--- src/rtl/imem_loader_if.sv ---
// imem_loader_if
//   Groups the byte-stream handshake feeding the loader and the instruction
//   memory write port it drives.
//
//   Ports / signals:
//     in_data      [7:0]            stream byte
//     in_valid                      in_data valid
//     in_ready                      loader accepts the byte this cycle
//     imem_wr_en                    IMEM write strobe, one cycle per word
//     imem_wr_addr [PC_WIDTH-1:0]   IMEM byte address, word aligned
//     imem_wr_data [INST_WIDTH-1:0] packed word, first received byte in [7:0]
//
//   Modports:
//     master : the loader side (drives in_ready and the IMEM write port)
//     slave  : the environment side (byte source and IMEM)
interface imem_loader_if #(
    parameter int PC_WIDTH   = 32,
    parameter int INST_WIDTH = 32
);
    logic [7:0]            in_data;
    logic                  in_valid;
    logic                  in_ready;
    logic                  imem_wr_en;
    logic [PC_WIDTH-1:0]   imem_wr_addr;
    logic [INST_WIDTH-1:0] imem_wr_data;

    modport master (
        input  in_data,
        input  in_valid,
        output in_ready,
        output imem_wr_en,
        output imem_wr_addr,
        output imem_wr_data
    );

    modport slave (
        output in_data,
        output in_valid,
        input  in_ready,
        input  imem_wr_en,
        input  imem_wr_addr,
        input  imem_wr_data
    );
endinterface

--- src/rtl/imem_loader.sv ---
// imem_loader
//   Boot-time loader: parses a framed image from a byte stream
//   (sync byte, 16-bit little-endian word count, little-endian instruction
//   bytes), packs bytes into 32-bit words and writes them to consecutive
//   word addresses of the instruction memory. Holds the core in stall until
//   the image is complete and flags malformed frames.
//
//   Optional build macro: IMEM_LOADER_CHKSUM_EN
//     When defined, a trailing XOR checksum byte follows the data and is
//     verified in the CHK state before DONE.
//
//   Ports:
//     clk           system clock
//     reset_n       asynchronous active-low reset
//     load_restart  one-cycle pulse: abort any load, return to SYNC
//     bus           imem_loader_if.master (byte stream + IMEM write port)
//     cpu_hold      stall core fetch while high
//     load_done     image fully written
//     load_err      frame error, held until load_restart or reset
//     word_cnt      words written so far in the current frame
//
//   state | meaning
//   ------+-----------------------------------------------------------
//   SYNC  | hunting for SYNC_BYTE, other bytes discarded
//   LEN0  | expecting word count [7:0]
//   LEN1  | expecting word count [15:8], range-checked here
//   DATA  | collecting instruction bytes, one IMEM write per 4 bytes
//   CHK   | expecting checksum byte (checksum build only)
//   DONE  | image complete, core released, stream stalled
//   ERR   | malformed frame, stream stalled until load_restart
module imem_loader #(
    parameter int         PC_WIDTH   = 32,
    parameter int         INST_WIDTH = 32,
    parameter int         IMEM_DEPTH = 1024,
    parameter logic [7:0] SYNC_BYTE  = 8'hA5
) (
    input  logic          clk,
    input  logic          reset_n,
    input  logic          load_restart,
    imem_loader_if.master bus,
    output logic          cpu_hold,
    output logic          load_done,
    output logic          load_err,
    output logic [15:0]   word_cnt
);

    localparam logic [16:0] MAX_WORDS = 17'(IMEM_DEPTH / 4);

`ifdef IMEM_LOADER_CHKSUM_EN
    typedef enum logic [2:0] {
        S_SYNC, S_LEN0, S_LEN1, S_DATA, S_CHK, S_DONE, S_ERR
    } state_t;
`else
    typedef enum logic [2:0] {
        S_SYNC, S_LEN0, S_LEN1, S_DATA, S_DONE, S_ERR
    } state_t;
`endif

    state_t                state;
    state_t                state_nxt;

    logic                  in_ready_c;
    logic                  load_err_c;
    logic                  accept;
    logic                  word_fire;
    logic [15:0]           word_cnt_inc;
    logic [15:0]           len_in;

    logic [1:0]            byte_idx;
    logic [23:0]           word_buf;
    logic [7:0]            len_lo;
    logic [15:0]           len_full;
    logic                  wr_en_q;
    logic [PC_WIDTH-1:0]   wr_addr_q;
    logic [INST_WIDTH-1:0] wr_data_q;
    logic                  done_q;
    logic [15:0]           cnt_q;
`ifdef IMEM_LOADER_CHKSUM_EN
    logic [7:0]            chk_xor;
`endif

    assign accept       = bus.in_valid && in_ready_c;
    assign word_fire    = accept && (state == S_DATA) && (byte_idx == 2'd3);
    assign word_cnt_inc = cnt_q + 16'd1;
    assign len_in       = {bus.in_data, len_lo};

    // State register
    always_ff @(posedge clk or negedge reset_n) begin
        if (!reset_n) begin
            state <= S_SYNC;
        end else begin
            state <= state_nxt;
        end
    end

    // Next state and state-decoded outputs
    always_comb begin
        state_nxt  = state;
        in_ready_c = 1'b1;
        load_err_c = 1'b0;

        case (state)
            S_DONE: in_ready_c = 1'b0;
            S_ERR: begin
                in_ready_c = 1'b0;
                load_err_c = 1'b1;
            end
            default: ;
        endcase

        if (load_restart) begin
            // Restart beats any byte offered in the same cycle.
            state_nxt = S_SYNC;
        end else if (bus.in_valid && in_ready_c) begin
            case (state)
                S_SYNC: begin
                    if (bus.in_data == SYNC_BYTE) begin
                        state_nxt = S_LEN0;
                    end
                end
                S_LEN0: state_nxt = S_LEN1;
                S_LEN1: begin
                    if (len_in == 16'd0) begin
`ifdef IMEM_LOADER_CHKSUM_EN
                        state_nxt = S_CHK;
`else
                        state_nxt = S_DONE;
`endif
                    end else if ({1'b0, len_in} > MAX_WORDS) begin
                        state_nxt = S_ERR;
                    end else begin
                        state_nxt = S_DATA;
                    end
                end
                S_DATA: begin
                    // Leave on the byte that completes the last word so the
                    // state change lines up with its write strobe.
                    if ((byte_idx == 2'd3) && (word_cnt_inc == len_full)) begin
`ifdef IMEM_LOADER_CHKSUM_EN
                        state_nxt = S_CHK;
`else
                        state_nxt = S_DONE;
`endif
                    end
                end
`ifdef IMEM_LOADER_CHKSUM_EN
                S_CHK: begin
                    if (bus.in_data == chk_xor) begin
                        state_nxt = S_DONE;
                    end else begin
                        state_nxt = S_ERR;
                    end
                end
`endif
                default: ;
            endcase
        end
    end

    // Datapath: length capture, byte packing, registered IMEM write
    always_ff @(posedge clk or negedge reset_n) begin
        if (!reset_n) begin
            byte_idx  <= 2'd0;
            word_buf  <= 24'd0;
            len_lo    <= 8'd0;
            len_full  <= 16'd0;
            wr_en_q   <= 1'b0;
            wr_addr_q <= '0;
            wr_data_q <= '0;
            done_q    <= 1'b0;
            cnt_q     <= 16'd0;
`ifdef IMEM_LOADER_CHKSUM_EN
            chk_xor   <= 8'd0;
`endif
        end else begin
            wr_en_q <= 1'b0;
            if (load_restart) begin
                byte_idx <= 2'd0;
                word_buf <= 24'd0;
                done_q   <= 1'b0;
                cnt_q    <= 16'd0;
`ifdef IMEM_LOADER_CHKSUM_EN
                chk_xor  <= 8'd0;
`endif
            end else begin
                // Asserted one cycle after the final write (or after DONE
                // is entered directly for an empty image).
                if (state == S_DONE) begin
                    done_q <= 1'b1;
                end
`ifdef IMEM_LOADER_CHKSUM_EN
                if (state == S_SYNC) begin
                    chk_xor <= 8'd0;
                end
`endif
                if (accept) begin
                    case (state)
                        S_SYNC: begin
                            if (bus.in_data == SYNC_BYTE) begin
                                byte_idx <= 2'd0;
                                cnt_q    <= 16'd0;
                            end
                        end
                        S_LEN0: len_lo <= bus.in_data;
                        S_LEN1: len_full <= len_in;
                        S_DATA: begin
`ifdef IMEM_LOADER_CHKSUM_EN
                            chk_xor <= chk_xor ^ bus.in_data;
`endif
                            byte_idx <= byte_idx + 2'd1;
                            case (byte_idx)
                                2'd0: word_buf[7:0]   <= bus.in_data;
                                2'd1: word_buf[15:8]  <= bus.in_data;
                                2'd2: word_buf[23:16] <= bus.in_data;
                                default: ;
                            endcase
                            if (word_fire) begin
                                wr_en_q   <= 1'b1;
                                wr_data_q <= INST_WIDTH'({bus.in_data, word_buf});
                                wr_addr_q <= PC_WIDTH'({cnt_q, 2'b00});
                                cnt_q     <= word_cnt_inc;
                            end
                        end
                        default: ;
                    endcase
                end
            end
        end
    end

    assign bus.in_ready     = in_ready_c;
    assign bus.imem_wr_en   = wr_en_q;
    assign bus.imem_wr_addr = wr_addr_q;
    assign bus.imem_wr_data = wr_data_q;
    assign load_done        = done_q;
    assign load_err         = load_err_c;
    assign cpu_hold         = ~done_q;
    assign word_cnt         = cnt_q;

endmodule

--- src/flat_wrapper.sv ---
// flat-port wrapper written by rule: the top's interface ports become plain ports
module imem_loader_flat 
#(
    parameter int         PC_WIDTH   = 32,
    parameter int         INST_WIDTH = 32,
    parameter int         IMEM_DEPTH = 1024,
    parameter logic [7:0] SYNC_BYTE  = 8'hA5
)
  (clk, reset_n, load_restart, cpu_hold, load_done, load_err, word_cnt, bus_in_data, bus_in_valid, bus_in_ready, bus_imem_wr_en, bus_imem_wr_addr, bus_imem_wr_data);
  imem_loader_if #(.PC_WIDTH(PC_WIDTH), .INST_WIDTH(INST_WIDTH)) bus_i ();
  input  logic clk;
  input  logic reset_n;
  input  logic load_restart;
  output logic cpu_hold;
  output logic load_done;
  output logic load_err;
  output logic [15:0] word_cnt;
  input wire logic [$bits(bus_i.in_data)-1:0] bus_in_data;
  input wire logic [$bits(bus_i.in_valid)-1:0] bus_in_valid;
  output wire logic [$bits(bus_i.in_ready)-1:0] bus_in_ready;
  output wire logic [$bits(bus_i.imem_wr_en)-1:0] bus_imem_wr_en;
  output wire logic [$bits(bus_i.imem_wr_addr)-1:0] bus_imem_wr_addr;
  output wire logic [$bits(bus_i.imem_wr_data)-1:0] bus_imem_wr_data;
  assign bus_i.in_data = bus_in_data;
  assign bus_i.in_valid = bus_in_valid;
  assign bus_in_ready = bus_i.in_ready;
  assign bus_imem_wr_en = bus_i.imem_wr_en;
  assign bus_imem_wr_addr = bus_i.imem_wr_addr;
  assign bus_imem_wr_data = bus_i.imem_wr_data;
  imem_loader #(.PC_WIDTH(PC_WIDTH), .INST_WIDTH(INST_WIDTH), .IMEM_DEPTH(IMEM_DEPTH), .SYNC_BYTE(SYNC_BYTE)) u_core (.clk(clk), .reset_n(reset_n), .load_restart(load_restart), .bus(bus_i), .cpu_hold(cpu_hold), .load_done(load_done), .load_err(load_err), .word_cnt(word_cnt));
endmodule
--- config.mk ---
export PLATFORM = sky130hd
export DESIGN_NAME = imem_loader_flat
export DESIGN_NICKNAME = d
export VERILOG_FILES = /design/src/rtl/imem_loader_if.sv /design/src/rtl/imem_loader.sv /design/src/flat_wrapper.sv
export SDC_FILE = /design/constraint.sdc
export NUM_CORES = 1
export LEC_CHECK = 0
export ABC_AREA = 1
export BUFFER_PORTS_ARGS = -buffer_cell sky130_fd_sc_hd__buf_2
export CELL_PAD_IN_SITES_DETAIL_PLACEMENT = 1
export CELL_PAD_IN_SITES_GLOBAL_PLACEMENT = 1
export CORE_UTILIZATION = 34
export DETAILED_ROUTE_END_ITERATION = 12
export PLACE_DENSITY_LB_ADDON = 0.1
export SLEW_MARGIN = 0
export SYNTH_ARGS = -nofsm -noshare
export SYNTH_HDL_FRONTEND = slang
export SYNTH_SLANG_ARGS = --single-unit
--- constraint.sdc ---
create_clock -name clk -period 5.4 [get_ports clk]
set_clock_uncertainty 0.2 [all_clocks]
set_input_delay 0.27 -clock clk [delete_from_list [all_inputs] [get_ports clk]]
set_output_delay 0.27 -clock clk [all_outputs]
set_load 0.05 [all_outputs]
==> run_results.csv <==
group,metric,value,unit
outcome,outcome,"finished clean",
detailed_routing,wl_per_cell,15.5,um
pwr,vdd.ir_drop.worst,0.000249,V
place,gp_congestion,0.853,
synth,ys_warn_count,0,
synth,netlist_instances,671,
floorplanning,die_w,130,um
pwr,p_seq_share,41.4,%
floorplanning,core_area,16000,um^2
worst_setup_path,startpoint_type,"flip-flop",
timing,grt_setup_unrepaired,"no",
detailed_routing,first_pass_iters,4,
floorplanning,num_io_pins,97,
pwr,pwr_density_cell,389,nW/um^2
timing,max-slew-margin-rel,35.4,%
cells_and_area,layout_commonest_cell,"nand2_1",
min_path,hp-class,"in2reg",
synth,ys_seq_area_share,53.1,%
global_route,grt_max_degree,107,
global_route,antenna_found_initial,0,
synth,netlist_area,5600,um^2
detailed_routing,finalWirelength,15300,um
cts,tritoncts,"built",
timing,finalCritPeriodShare,48.0,%
timing,fin_crit,2.59,ns
detailed_routing,drc,0,
cells_and_area,most-common-layout-cells,"173 x nand2_1, 119 x dfrtp_1, 94 x o21ai_0",
place,hpwl,11200,um
pwr,p_leak,3.37,nW
detailed_routing,via_per_inst,4.65,
worst_setup_path,crit_type,"reg2reg",
cells_and_area,layout-drive-gt1-share,17.8,%
cells_and_area,insertedDiodeCount,0,
detailed_routing,first_iter_violations,247,
timing,fmax,386,MHz
cts,cts_resized,0,
floorplanning,rows,46,
detailed_routing,vias,4587,
cells_and_area,syn_to_final_growth,20.5,%
synth,synth_cell_types,33,
cts,htree_levels,4,
cells_and_area,fin_cells,986,
global_route,grt_pass1_vias,4863,
cts,cts-root-buf,"clkbuf_16",
worst_setup_path,path_max_fanout,106,
floorplanning,initial_core_util,35.0,%
floorplanning,dieHeight,130,um
timing,fin_tns_setup,0,ns
timing,hold_viol,0,
global_route,grt_first_pass_wirelength,25200,um
pwr,p_switching,827,uW
place,dp_cells,946,
pwr,swShare,31.5,%
cts,postCtsSetupBuffers,0,
cts,cts.path.max_buffers,2,
synth,synth_seq_cells,119,
place,place.port_buffers,80,
global_route,grt_usage,19.7,%
cts,cts_made_buffers,17,
pwr,intPower,1.80,mW
cts,clkLatencyLatePin,0.41,ns
floorplanning,dieArea,17000,um^2
job,drv_cap,0,
global_route,grt-ovfl-total,0,
cells_and_area,fin_nets,774,
synth,avgSynthCellArea,8.35,um^2
timing,worst_pin_slew,0.969,ns
worst_setup_path,worst_ep_required_time,5.52,ns
timing,slew_viol_final,0,
worst_setup_path,endpoint_kind,"flip-flop",
detailed_routing,postRouteAntennaNets,0,
worst_setup_path,worstPathArrival,2.71,ns
cts,path_clk_slew,0.06,ns
cts,clkSinkCount,119,
pwr,combPwrFrac,17.8,%
timing,final-setup-viol-count,0,
pwr,p_clk_share,40.8,%
state kept, by name, summed over array words and instances, names as in the netlist, 2 cells and up:
name	count
u_core.bus.imem_wr_data	32
u_core.word_buf	24
u_core.word_cnt	16
u_core.len_full	16
u_core.bus.imem_wr_addr	16
u_core.byte_idx	2
u_core.state	3
u_core.len_lo	8
repair_timing:
item                       4_1_cts  5_1_grt
setup endpoints to repair        0        0
hold endpoints to repair        74        0
hold buffers                     8        0
kinds of logic (layout without fill, tap and decap cells):
kind of cell | after synthesis | in the layout | share of synthesized area (%)
and+or+nand+nor | 287 | 287 | 22.1
DFF | 119 | 119 | 53.1
buffers and inverters | 129 | 213 | 10.6
AOI/OAI and AO/OA | 124 | 124 | 11.5
other | 1 | 16 | 0.0669
xor gates and xnor gates | 6 | 6 | 1.43
adders and majority gates | 5 | 5 | 1.12
final cells by class:
type                            count  area, um^2
Clock buffer                       18         439
Clock inverter                     14         125
Fill cell                        1978        9250
Inverter                           91         342
Multi-Input combinational cell    438        2100
Sequential cell                   119        2980
Tap cell                          216         270
Timing Repair Buffer               90         498
critical path, cell delays in order, from the launching register on:
cell and delay, ns:
dfrtp_1 0.45, nor2_2 0.19, inv_2 0.07, nor2_1 0.09, inv_1 0.09, nor3_2 0.23
nand2_4 0.55, inv_2 0.36, nand3_1 0.11, o21ai_0 0.10
power by group through the flow:
stage,combinational (mW),sequential [mW],clock (mW)
floorplan,0.340,1.09,0
global placement,0.451,1.10,0
detailed placement,0.465,1.10,0
CTS,0.473,1.09,1.09
global route,0.536,1.10,1.13
finish,0.468,1.09,1.07
stage by stage:
| step | power [mW] | worst slack (ns) | util [%] | instance area, um^2 | hold slack [ns] |
|---|---|---|---|---|---|
| 2_1_floorplan | 1.43 | 3.04 | - | 5660 | -0.226 |
| 3_3_place_gp | 1.55 | 3.00 | 38.2 | 6100 | 0.195 |
| 3_5_place_dp | 1.57 | 2.81 | 38.2 | 6100 | 0.204 |
| 4_1_cts | 2.65 | 2.78 | 42.2 | 6750 | 0.00200 |
| 5_1_grt | 2.77 | 2.52 | 42.2 | 6750 | 0.0414 |
| 6_report | 2.63 | 2.81 | 42.2 | 6750 | 0.0196 |
synth_stat cells:
| cell | number | area share (%) |
|---|---|---|
| nand2_1 | 174 | 12 |
| dfrtp_1 | 119 | 53 |
| o21ai_0 | 94 | 8.4 |
| inv_1 | 88 | 5.9 |
| nor2_1 | 45 | 3.0 |
| nand3_1 | 37 | 3.3 |
| buf_4 | 19 | 2.5 |
| clkbuf_1 | 10 | 0.67 |
| o22ai_1 | 10 | 1.1 |
| nand4_1 | 9 | 1.0 |
| a21oi_1 | 8 | 0.71 |
| o21ai_1 | 7 | 0.63 |
| nand2_2 | 6 | 0.67 |
| buf_2 | 5 | 0.45 |
| ha_1 | 5 | 1.1 |
| nor2_4 | 5 | 1.0 |
| buf_6 | 4 | 0.80 |
| inv_2 | 3 | 0.20 |
| nor2_2 | 3 | 0.34 |
| xor2_1 | 3 | 0.47 |
| nor3_1 | 2 | 0.18 |
| nor3_2 | 2 | 0.36 |
| o21a_1 | 2 | 0.27 |
| xnor3_1 | 2 | 0.80 |
| a211oi_1 | 1 | 0.13 |
| and2_1 | 1 | 0.11 |
| and3_1 | 1 | 0.11 |
| conb_1 | 1 | 0.067 |
| nand2_4 | 1 | 0.20 |
| nand3_2 | 1 | 0.18 |
| o211ai_1 | 1 | 0.13 |
| o21ai_2 | 1 | 0.16 |
| xnor2_1 | 1 | 0.16 |
metal layers:
metal	share of wire, %	up-vias	global-route usage [%]
li1	-	2276	-
met3	2.9	17	3.46
met4	1.3	0	6.29
met2	46	79	30.9
met5	0	-	0
met1	50	2215	27.6
worst paths after layout:
check | startpoint | to | slack (ns) | cells past startpoint
hold / removal | load_restart | u_core.load_done$_DFFE_PN0P_ | 0.02 | 2
max in group asynchronous | reset_n | u_core.len_full[14]$_DFFE_PN0P_ | 3.46 | 3
min in group asynchronous | reset_n | u_core.bus.imem_wr_addr[11]$_DFFE_PN0P_ | 0.27 | 2
setup / recovery | u_core.state[2]$_DFFE_PN0P_ | u_core.word_cnt[14]$_DFFE_PN0P_ | 2.81 | 9
hold reg to reg | u_core.bus.imem_wr_data[8]$_DFFE_PN0P_ | u_core.bus.imem_wr_data[8]$_DFFE_PN0P_ | 0.28 | 2
setup reg to reg | u_core.state[2]$_DFFE_PN0P_ | u_core.word_cnt[14]$_DFFE_PN0P_ | 2.81 | 9
(Power assumes the default switching activity.)
